==> config.mk <==
export PLATFORM = sky130hd
export DESIGN_NAME = micro_sequencer
export DESIGN_NICKNAME = d
export VERILOG_FILES = /design/src/rtl/micro_sequencer.sv
export SDC_FILE = /design/constraint.sdc
export NUM_CORES = 1
export LEC_CHECK = 0
export BUFFER_PORTS_ARGS = -buffer_cell sky130_fd_sc_hd__buf_2
export CAP_MARGIN = 10
export CORE_ASPECT_RATIO = 1.25
export CORE_MARGIN = 2
export CORE_UTILIZATION = 35
export CTS_CLUSTER_DIAMETER = 50
export DETAILED_ROUTE_END_ITERATION = 8
export GPL_ROUTABILITY_DRIVEN = 0
export PLACE_DENSITY = 0.66
export SLEW_MARGIN = 20
export SYNTH_ARGS = -nofsm -noshare
export SYNTH_HDL_FRONTEND = slang
export SYNTH_SLANG_ARGS = --single-unit
==> constraint.sdc <==
create_clock -name clk -period 3.4 [get_ports clk]
set_input_delay 0.34 -clock clk [delete_from_list [all_inputs] [get_ports clk]]
set_output_delay 0.34 -clock clk [all_outputs]
set_load 0.01 [all_outputs]
==> src/rtl/micro_sequencer.sv <==
// rtl/micro_sequencer.sv - next-microaddress controller for the microprogrammed RISC-V core
//
// Holds the micro-PC that indexes the external control store and advances it from the
// current microword's seq field, with two opcode dispatch tables, memory wait-state
// stalls, bus timeout, trap redirection and a terminal HALT state.
//
// Optional feature macro: USEQ_PERF_EN (stall / retired-instruction counters).
//
// Ports:
//   clk         in   1        clock, rising edge
//   rst         in   1        synchronous active-high reset
//   op          in   7        opcode of latched instruction
//   seq         in   3        sequencing field of current microword
//   mem_req     in   1        current microword accesses memory
//   mem_ready   in   1        memory completes the access this cycle
//   uaddr       out  UADDR_W  registered micro-PC
//   stall       out  1        combinational hold for all datapath write enables
//   trap        out  1        one-cycle pulse, trap taken
//   trap_cause  out  2        01 illegal op, 10 illegal seq, 11 bus timeout
//   halted      out  1        sequencer is in HALT
//   stall_cnt   out  32       stalled-cycle count (zero without USEQ_PERF_EN)
//   instr_cnt   out  32       retired-instruction count (zero without USEQ_PERF_EN)
module micro_sequencer #(
  parameter int                   UADDR_W    = 4,
  parameter logic [UADDR_W-1:0]   FETCH_ADDR = 4'h0,
  parameter logic [UADDR_W-1:0]   JUMP_ADDR  = 4'h7,
  parameter logic [UADDR_W-1:0]   TRAP_ADDR  = 4'hF,
  parameter int                   MAX_WAIT   = 15
) (
  input  logic               clk,
  input  logic               rst,
  input  logic [6:0]         op,
  input  logic [2:0]         seq,
  input  logic               mem_req,
  input  logic               mem_ready,
  output logic [UADDR_W-1:0] uaddr,
  output logic               stall,
  output logic               trap,
  output logic [1:0]         trap_cause,
  output logic               halted,
  output logic [31:0]        stall_cnt,
  output logic [31:0]        instr_cnt
);

  typedef enum logic [1:0] {S_RUN, S_WAIT, S_HALT} state_e;

  localparam logic [7:0] MAX_WAIT_C = 8'(MAX_WAIT);

  state_e             state_q, state_d;
  logic [UADDR_W-1:0] uaddr_q, uaddr_d;
  logic [7:0]         wait_q, wait_d;
  logic               trap_q, trap_d;
  logic [1:0]         cause_q, cause_d;

  // Result of applying seq to the current micro-PC, independent of the FSM state.
  logic [UADDR_W-1:0] seq_ua;
  logic               seq_trap;
  logic [1:0]         seq_cause;
  logic               seq_halt;
  logic               apply;

  logic               d1_hit, d2_hit;
  logic [UADDR_W-1:0] d1_ua, d2_ua;

  always_comb begin
    d1_hit = 1'b1;
    d1_ua  = '0;
    case (op)
      7'b0110011: d1_ua = UADDR_W'(6);
      7'b0010011: d1_ua = UADDR_W'(8);
      7'b1101111: d1_ua = UADDR_W'(9);
      7'b1100011: d1_ua = UADDR_W'(10);
      7'b0000011: d1_ua = UADDR_W'(2);
      7'b0100011: d1_ua = UADDR_W'(2);
      default:    d1_hit = 1'b0;
    endcase
  end

  always_comb begin
    d2_hit = 1'b1;
    d2_ua  = '0;
    case (op)
      7'b0000011: d2_ua = UADDR_W'(3);
      7'b0100011: d2_ua = UADDR_W'(5);
      default:    d2_hit = 1'b0;
    endcase
  end

  always_comb begin
    seq_ua    = uaddr_q;
    seq_trap  = 1'b0;
    seq_cause = 2'b00;
    seq_halt  = 1'b0;
    case (seq)
      3'b000: seq_ua = uaddr_q + 1'b1;
      3'b001: begin
        seq_ua    = d1_ua;
        seq_trap  = !d1_hit;
        seq_cause = 2'b01;
      end
      3'b010: begin
        seq_ua    = d2_ua;
        seq_trap  = !d2_hit;
        seq_cause = 2'b01;
      end
      3'b011: seq_ua = FETCH_ADDR;
      3'b100: seq_ua = JUMP_ADDR;
      3'b101: seq_halt = 1'b1;
      default: begin
        seq_trap  = 1'b1;
        seq_cause = 2'b10;
      end
    endcase
    if (seq_trap) seq_ua = TRAP_ADDR;
  end

  always_comb begin
    state_d = state_q;
    uaddr_d = uaddr_q;
    wait_d  = wait_q;
    trap_d  = 1'b0;
    cause_d = cause_q;
    stall   = 1'b0;
    apply   = 1'b0;
    case (state_q)
      S_RUN: begin
        if (mem_req && !mem_ready) begin
          stall   = 1'b1;
          state_d = S_WAIT;
          wait_d  = 8'd1;
        end else begin
          apply = 1'b1;
        end
      end
      S_WAIT: begin
        stall = !mem_ready;
        // Ready is checked first so a completion on the timeout cycle never traps.
        if (mem_ready) begin
          apply = 1'b1;
        end else if (wait_q == MAX_WAIT_C) begin
          trap_d  = 1'b1;
          cause_d = 2'b11;
          uaddr_d = TRAP_ADDR;
          state_d = S_RUN;
          wait_d  = 8'd0;
        end else begin
          wait_d = wait_q + 8'd1;
        end
      end
      S_HALT: stall = 1'b1;
      default: state_d = S_RUN;
    endcase
    if (apply) begin
      wait_d  = 8'd0;
      state_d = seq_halt ? S_HALT : S_RUN;
      uaddr_d = seq_halt ? uaddr_q : seq_ua;
      trap_d  = seq_trap;
      if (seq_trap) cause_d = seq_cause;
    end
  end

  always_ff @(posedge clk) begin
    if (rst) begin
      state_q <= S_RUN;
      uaddr_q <= FETCH_ADDR;
      wait_q  <= 8'd0;
      trap_q  <= 1'b0;
      cause_q <= 2'b00;
    end else begin
      state_q <= state_d;
      uaddr_q <= uaddr_d;
      wait_q  <= wait_d;
      trap_q  <= trap_d;
      cause_q <= cause_d;
    end
  end

  assign uaddr      = uaddr_q;
  assign trap       = trap_q;
  assign trap_cause = cause_q;
  assign halted     = (state_q == S_HALT);

`ifdef USEQ_PERF_EN
  logic [31:0] stall_cnt_q, instr_cnt_q;

  always_ff @(posedge clk) begin
    if (rst) begin
      stall_cnt_q <= 32'd0;
      instr_cnt_q <= 32'd0;
    end else begin
      if (stall && state_q != S_HALT) stall_cnt_q <= stall_cnt_q + 32'd1;
      // A retired instruction is an unstalled return to fetch.
      if (apply && seq == 3'b011) instr_cnt_q <= instr_cnt_q + 32'd1;
    end
  end

  assign stall_cnt = stall_cnt_q;
  assign instr_cnt = instr_cnt_q;
`else
  assign stall_cnt = 32'h0;
  assign instr_cnt = 32'h0;
`endif

endmodule

## Yosys cells after proc, flatten, opt, wreduce, memory -nomap -nowiden

Cells that the tools add are included.

| storage, ports and cells | value |
|---|---|
| register bits | 17 |
| input port bits | 14 |
| word-level logic and storage cells | 85 |

| operators by class | value |
|---|---|
| add/sub/neg operators | 2 |
| equality and inequality tests | 23 |
| mux-type cells | 38 |
| reduce and logical (&&, ||, !) cells | 17 |

Operators with widths:

| cell | count |
|---|---|
| $pmux 4 s5 | 2 |
| $mux 4 | 6 |
| $mux 8 | 3 |
| $mux 2 | 10 |
| $pmux 8 s2 | 1 |
| $eq 7x6->1 const B | 2 |
| $eq 7x7->1 const B | 2 |
| $mux 1 | 10 |
| $ne 3x3->1 const B | 3 |
| $add 8x1->8 const B | 1 |
| $eq 8x4->1 const B | 1 |
| $eq 7x2->1 const B | 1 |
| $eq 7x5->1 const B | 1 |
| $ne 7x2->1 const B | 1 |
| $eq 3x2->1 const B | 2 |
| $eq 3x3->1 const B | 2 |
| $ne 2x2->1 const B | 3 |
| $pmux 1 s3 | 2 |
| $pmux 2 s3 | 1 |
| $pmux 3 s2 | 1 |
| $reduce_bool 2->1 | 3 |
| $reduce_or 2->1 | 3 |
| $reduce_or 6->1 | 1 |
| $reduce_and 5->1 | 1 |
| other kinds (14) | 17 |

## Depth between registers and ports, before layout

| logic depth | value |
|---|---|
| word-level depth | 8 |
| gate-level depth with buffers | 7 |

## Least setup slack after synthesis

Ideal clock, no wire load.

| timing | value |
|---|---|
| path kind | register to register |
| start | register wait_q[4] |
| end | register uaddr_q[0], in the netlist uaddr[0] |
| arrival time | 1.696 ns |
| required time | 3.305 ns |
| path slack | 1.609 ns |
| stages on the path, launching flop included | 6 |
| path buffers | 0 |
| cells stage by stage | dfxtp_1 or4_4 nor2_4 a21oi_2 a311o_1 a221oi_1 |

| between the ends | value |
|---|---|
| cells in the longest elaborated chain, start to end | 3 |

Ends and longest elaborated chain:

| what | line | text |
|---|---|---|
| start: declaration | 51 | `logic [7:0] wait_q, wait_d;` |
| start signal: assignment | 172 | `wait_q <= wait_d;` |
| $eq 8x4->1 | 140 | `end else if (wait_q == MAX_WAIT_C) begin` |
| $reduce_bool 2->1 (no source line) | - |  |
| $reduce_and 5->1 (no source line) | - |  |
| end signal: assignment | 171 | `uaddr_q <= uaddr_d;` |
| end: declaration | 50 | `logic [UADDR_W-1:0] uaddr_q, uaddr_d;` |

No other way between the ends.
A chain may end at the register's enable or synchronous reset.

## Worst setup path in the final report

| timing | value |
|---|---|
| start | register wait_q[4] |
| end | register uaddr_q[3], in the netlist uaddr[3] |

The elaborated chain is that of the path after synthesis.

==> flow_summary.json <==
{
  "detail_route.wl_per_cell_um": 10.0,
  "crit_slowest_cell": "or4_4",
  "htree_levels": 1,
  "antenna_cells": 0,
  "worstReg2RegEnd": "uaddr[3]",
  "crit_required_ns": 3.55,
  "irDropWorstVdd_uv": 177,
  "ys_seq_area_share_pct": 21.8,
  "grt_max_degree": 18,
  "drive_above_1_share_pct": 15.3,
  "clock_skew_ns": 0.00282,
  "hold_viol": 0,
  "setup_violations": 0,
  "via_per_inst": 4.50,
  "netlist_area_mm2": 0.00156,
  "synth_edf_count": 0,
  "num_rows": 27,
  "start_util_pct": 35.8,
  "synth_cell_types": 47,
  "max-cap-violations": 0,
  "final_common_cell": "conb_1",
  "setup_tns_ns": 0,
  "rr_startpoint": "wait_q[4]",
  "cp-end-kind": "flip-flop",
  "placed_cells": 270,
  "post-route-drc-count": 0,
  "status": "finished, final reports clean",
  "cts_sinks": 17,
  "hold_path_class": "input pin to flip-flop",
  "ys_async_sr_fraction_pct": 0,
  "clk_latency_ns": 0.25,
  "crit_buf_inv": 0,
  "grt_pass1_wl_um": 4400,
  "leakagePower_nw": 0.696,
  "hold_buffers": 0,
  "yosys_warnings": 0,
  "synth-main-ff-cell": "dfxtp_1",
  "slowest_delay_ns": 0.57,
  "grt_usage_pct": 10.6,
  "synthCells": 196,
  "port_buffers": 22,
  "syn_to_final_growth_pct": -3.45,
  "yosysTopAreaCell": "buf_4",
  "synth_seq_cells": 17,
  "grt_setup_unrepaired": "no",
  "totalWireLength_um": 2740,
  "fmax_mhz": 521,
  "cp_data_arrival_time_ns": 2.07,
  "antenna_left": 0,
  "synthTopCellsByArea": "buf_4 (31%), dfxtp_1 (22%), a311oi_1 (3.4%)",
  "fin_crit_ns": 1.92,
  "nNetsFinal": 233,
  "hold_start": "seq[1]",
  "slew_viol_final": 0,
  "crit_family": "compound AO/OA/AOI/OAI gates",
  "ctsResizeCount": 0,
  "fin_crit_sh_pct": 56.5,
  "hpwl_um": 2140,
  "coreArea_mm2": 0.00436,
  "antenna_found_initial": 0,
  "rrSetupSlack_ns": 1.48,
  "gr-total-overflow": 0,
  "critPathLaunchType": "flip-flop",
  "clockBufferDepth": 2,
  "final_cell_mix": "conb_1 (64), buf_2 (22), dfxtp_1 (17)",
  "crit_start": "wait_q[4]",
  "cts_root_buf": "clkbuf_8",
  "first_global_vias": 986,
  "syn_avg_cell_area_um2": 7.96,
  "criticalPathCategory": "flip-flop to flip-flop",
  "finalNonFillerCells": 274,
  "cts_buffers": 3,
  "num_vias": 1233,
  "cts_setup_buffers": 0,
  "die_h_um": 78.7,
  "hold_path_end": "trap_cause[1]",
  "dr.first_iter.drc_count": 71,
  "rr_worst_depth": 5,
  "dieArea_mm2": 0.00501,
  "die_w_um": 63.7,
  "path_clk_slew_ns": 0.06,
  "synth_top_area_share_pct": 30.8,
  "drt-pass1-iter-count": 4,
  "hold_depth": 3,
  "io_pins": 87,
  "crit_path_cell_trace": "or4_4, nor2_4, a21oi_2, a311o_1, a221oi_1",
  "critPathMaxFanout": 6,
  "p_per_area_mw_per_mm2": 323,
  "cts_tree": "done"
}
worst max-delay path by stage:
stage / depth (start not counted) / to / slack (ns)
CTS: 5 / uaddr[3] / 1.49
finish: 5 / uaddr[3] / 1.48
global placement: 6 / uaddr[1] / 1.48
global route: 5 / uaddr[1] / 1.36
floorplan: 5 / uaddr[0] / 1.61
detailed placement: 6 / uaddr[1] / 1.43
per-layer routing:
layer / up-vias / share of wire [%] / global-route usage (%)
met5: - / 0 / 0
met4: 0 / 1.5 / 4.57
met3: 4 / 7.2 / 1.58
met2: 60 / 47 / 16.8
met1: 561 / 44 / 14.3
li1: 608 / - / -
through the flow:
step           utilization, %  setup WS [ns]  power, mW  hold slack, ns  area, um2
6_report                 34.6           1.48      0.487           0.424       1510
4_1_cts                  34.6           1.49      0.493           0.422       1510
3_5_place_dp             33.5           1.43      0.343           0.481       1460
3_3_place_gp             33.5           1.48      0.343           0.482       1460
5_1_grt                  34.6           1.36      0.519           0.444       1510
2_1_floorplan               -           1.61      0.367           0.457       1800
cells in the mapped netlist, drive strengths merged, types with 4 or more instances:
cell type,number
a21oi,11
a221oi,4
a311oi,6
and3,4
buf,65
clkbuf,4
dfxtp,17
inv,8
nand2,7
nand2b,5
nand3,6
nor2,12
nor3,5
o21ai,5
or3,4
sequential cells by signal (all words and copies together) (netlist names):
signal and flops:
trap_cause 2, state_q 2, uaddr 4, trap 1
wait_q 8
worst reg2reg max path: stages, from the launching register on:
cell and delay, ns:
dfxtp_1 0.35, or4_4 0.57, nor2_4 0.15, a21oi_2 0.07
a311o_1 0.39, a221oi_1 0.29
kinds of logic after synthesis:
kind of cell / share of synthesized area (%)
simple gates: 18.7
buf+inv: 35.1
mux: 0.642
compound gates: 19.6
other cells: 0.240
fa+ha+maj: 1.60
flops: 21.8
xor+xnor: 2.25
where the power goes:
group	leakage, nW	switching, mW	internal [mW]
logic	0.534	0.0826	0.0383
registers	0.139	0.00929	0.210
clock network	0.0228	0.0644	0.0830
final cells by class:
cell class | instances | area [um2]
fill | 481 | 2850
clock buffer | 4 | 45.0
timing repair buffer | 22 | 110
inverter | 8 | 30.0
sequential | 17 | 340
tap | 58 | 72.6
multi-input combinational | 165 | 908
Power figures use the tool's default switching activity.
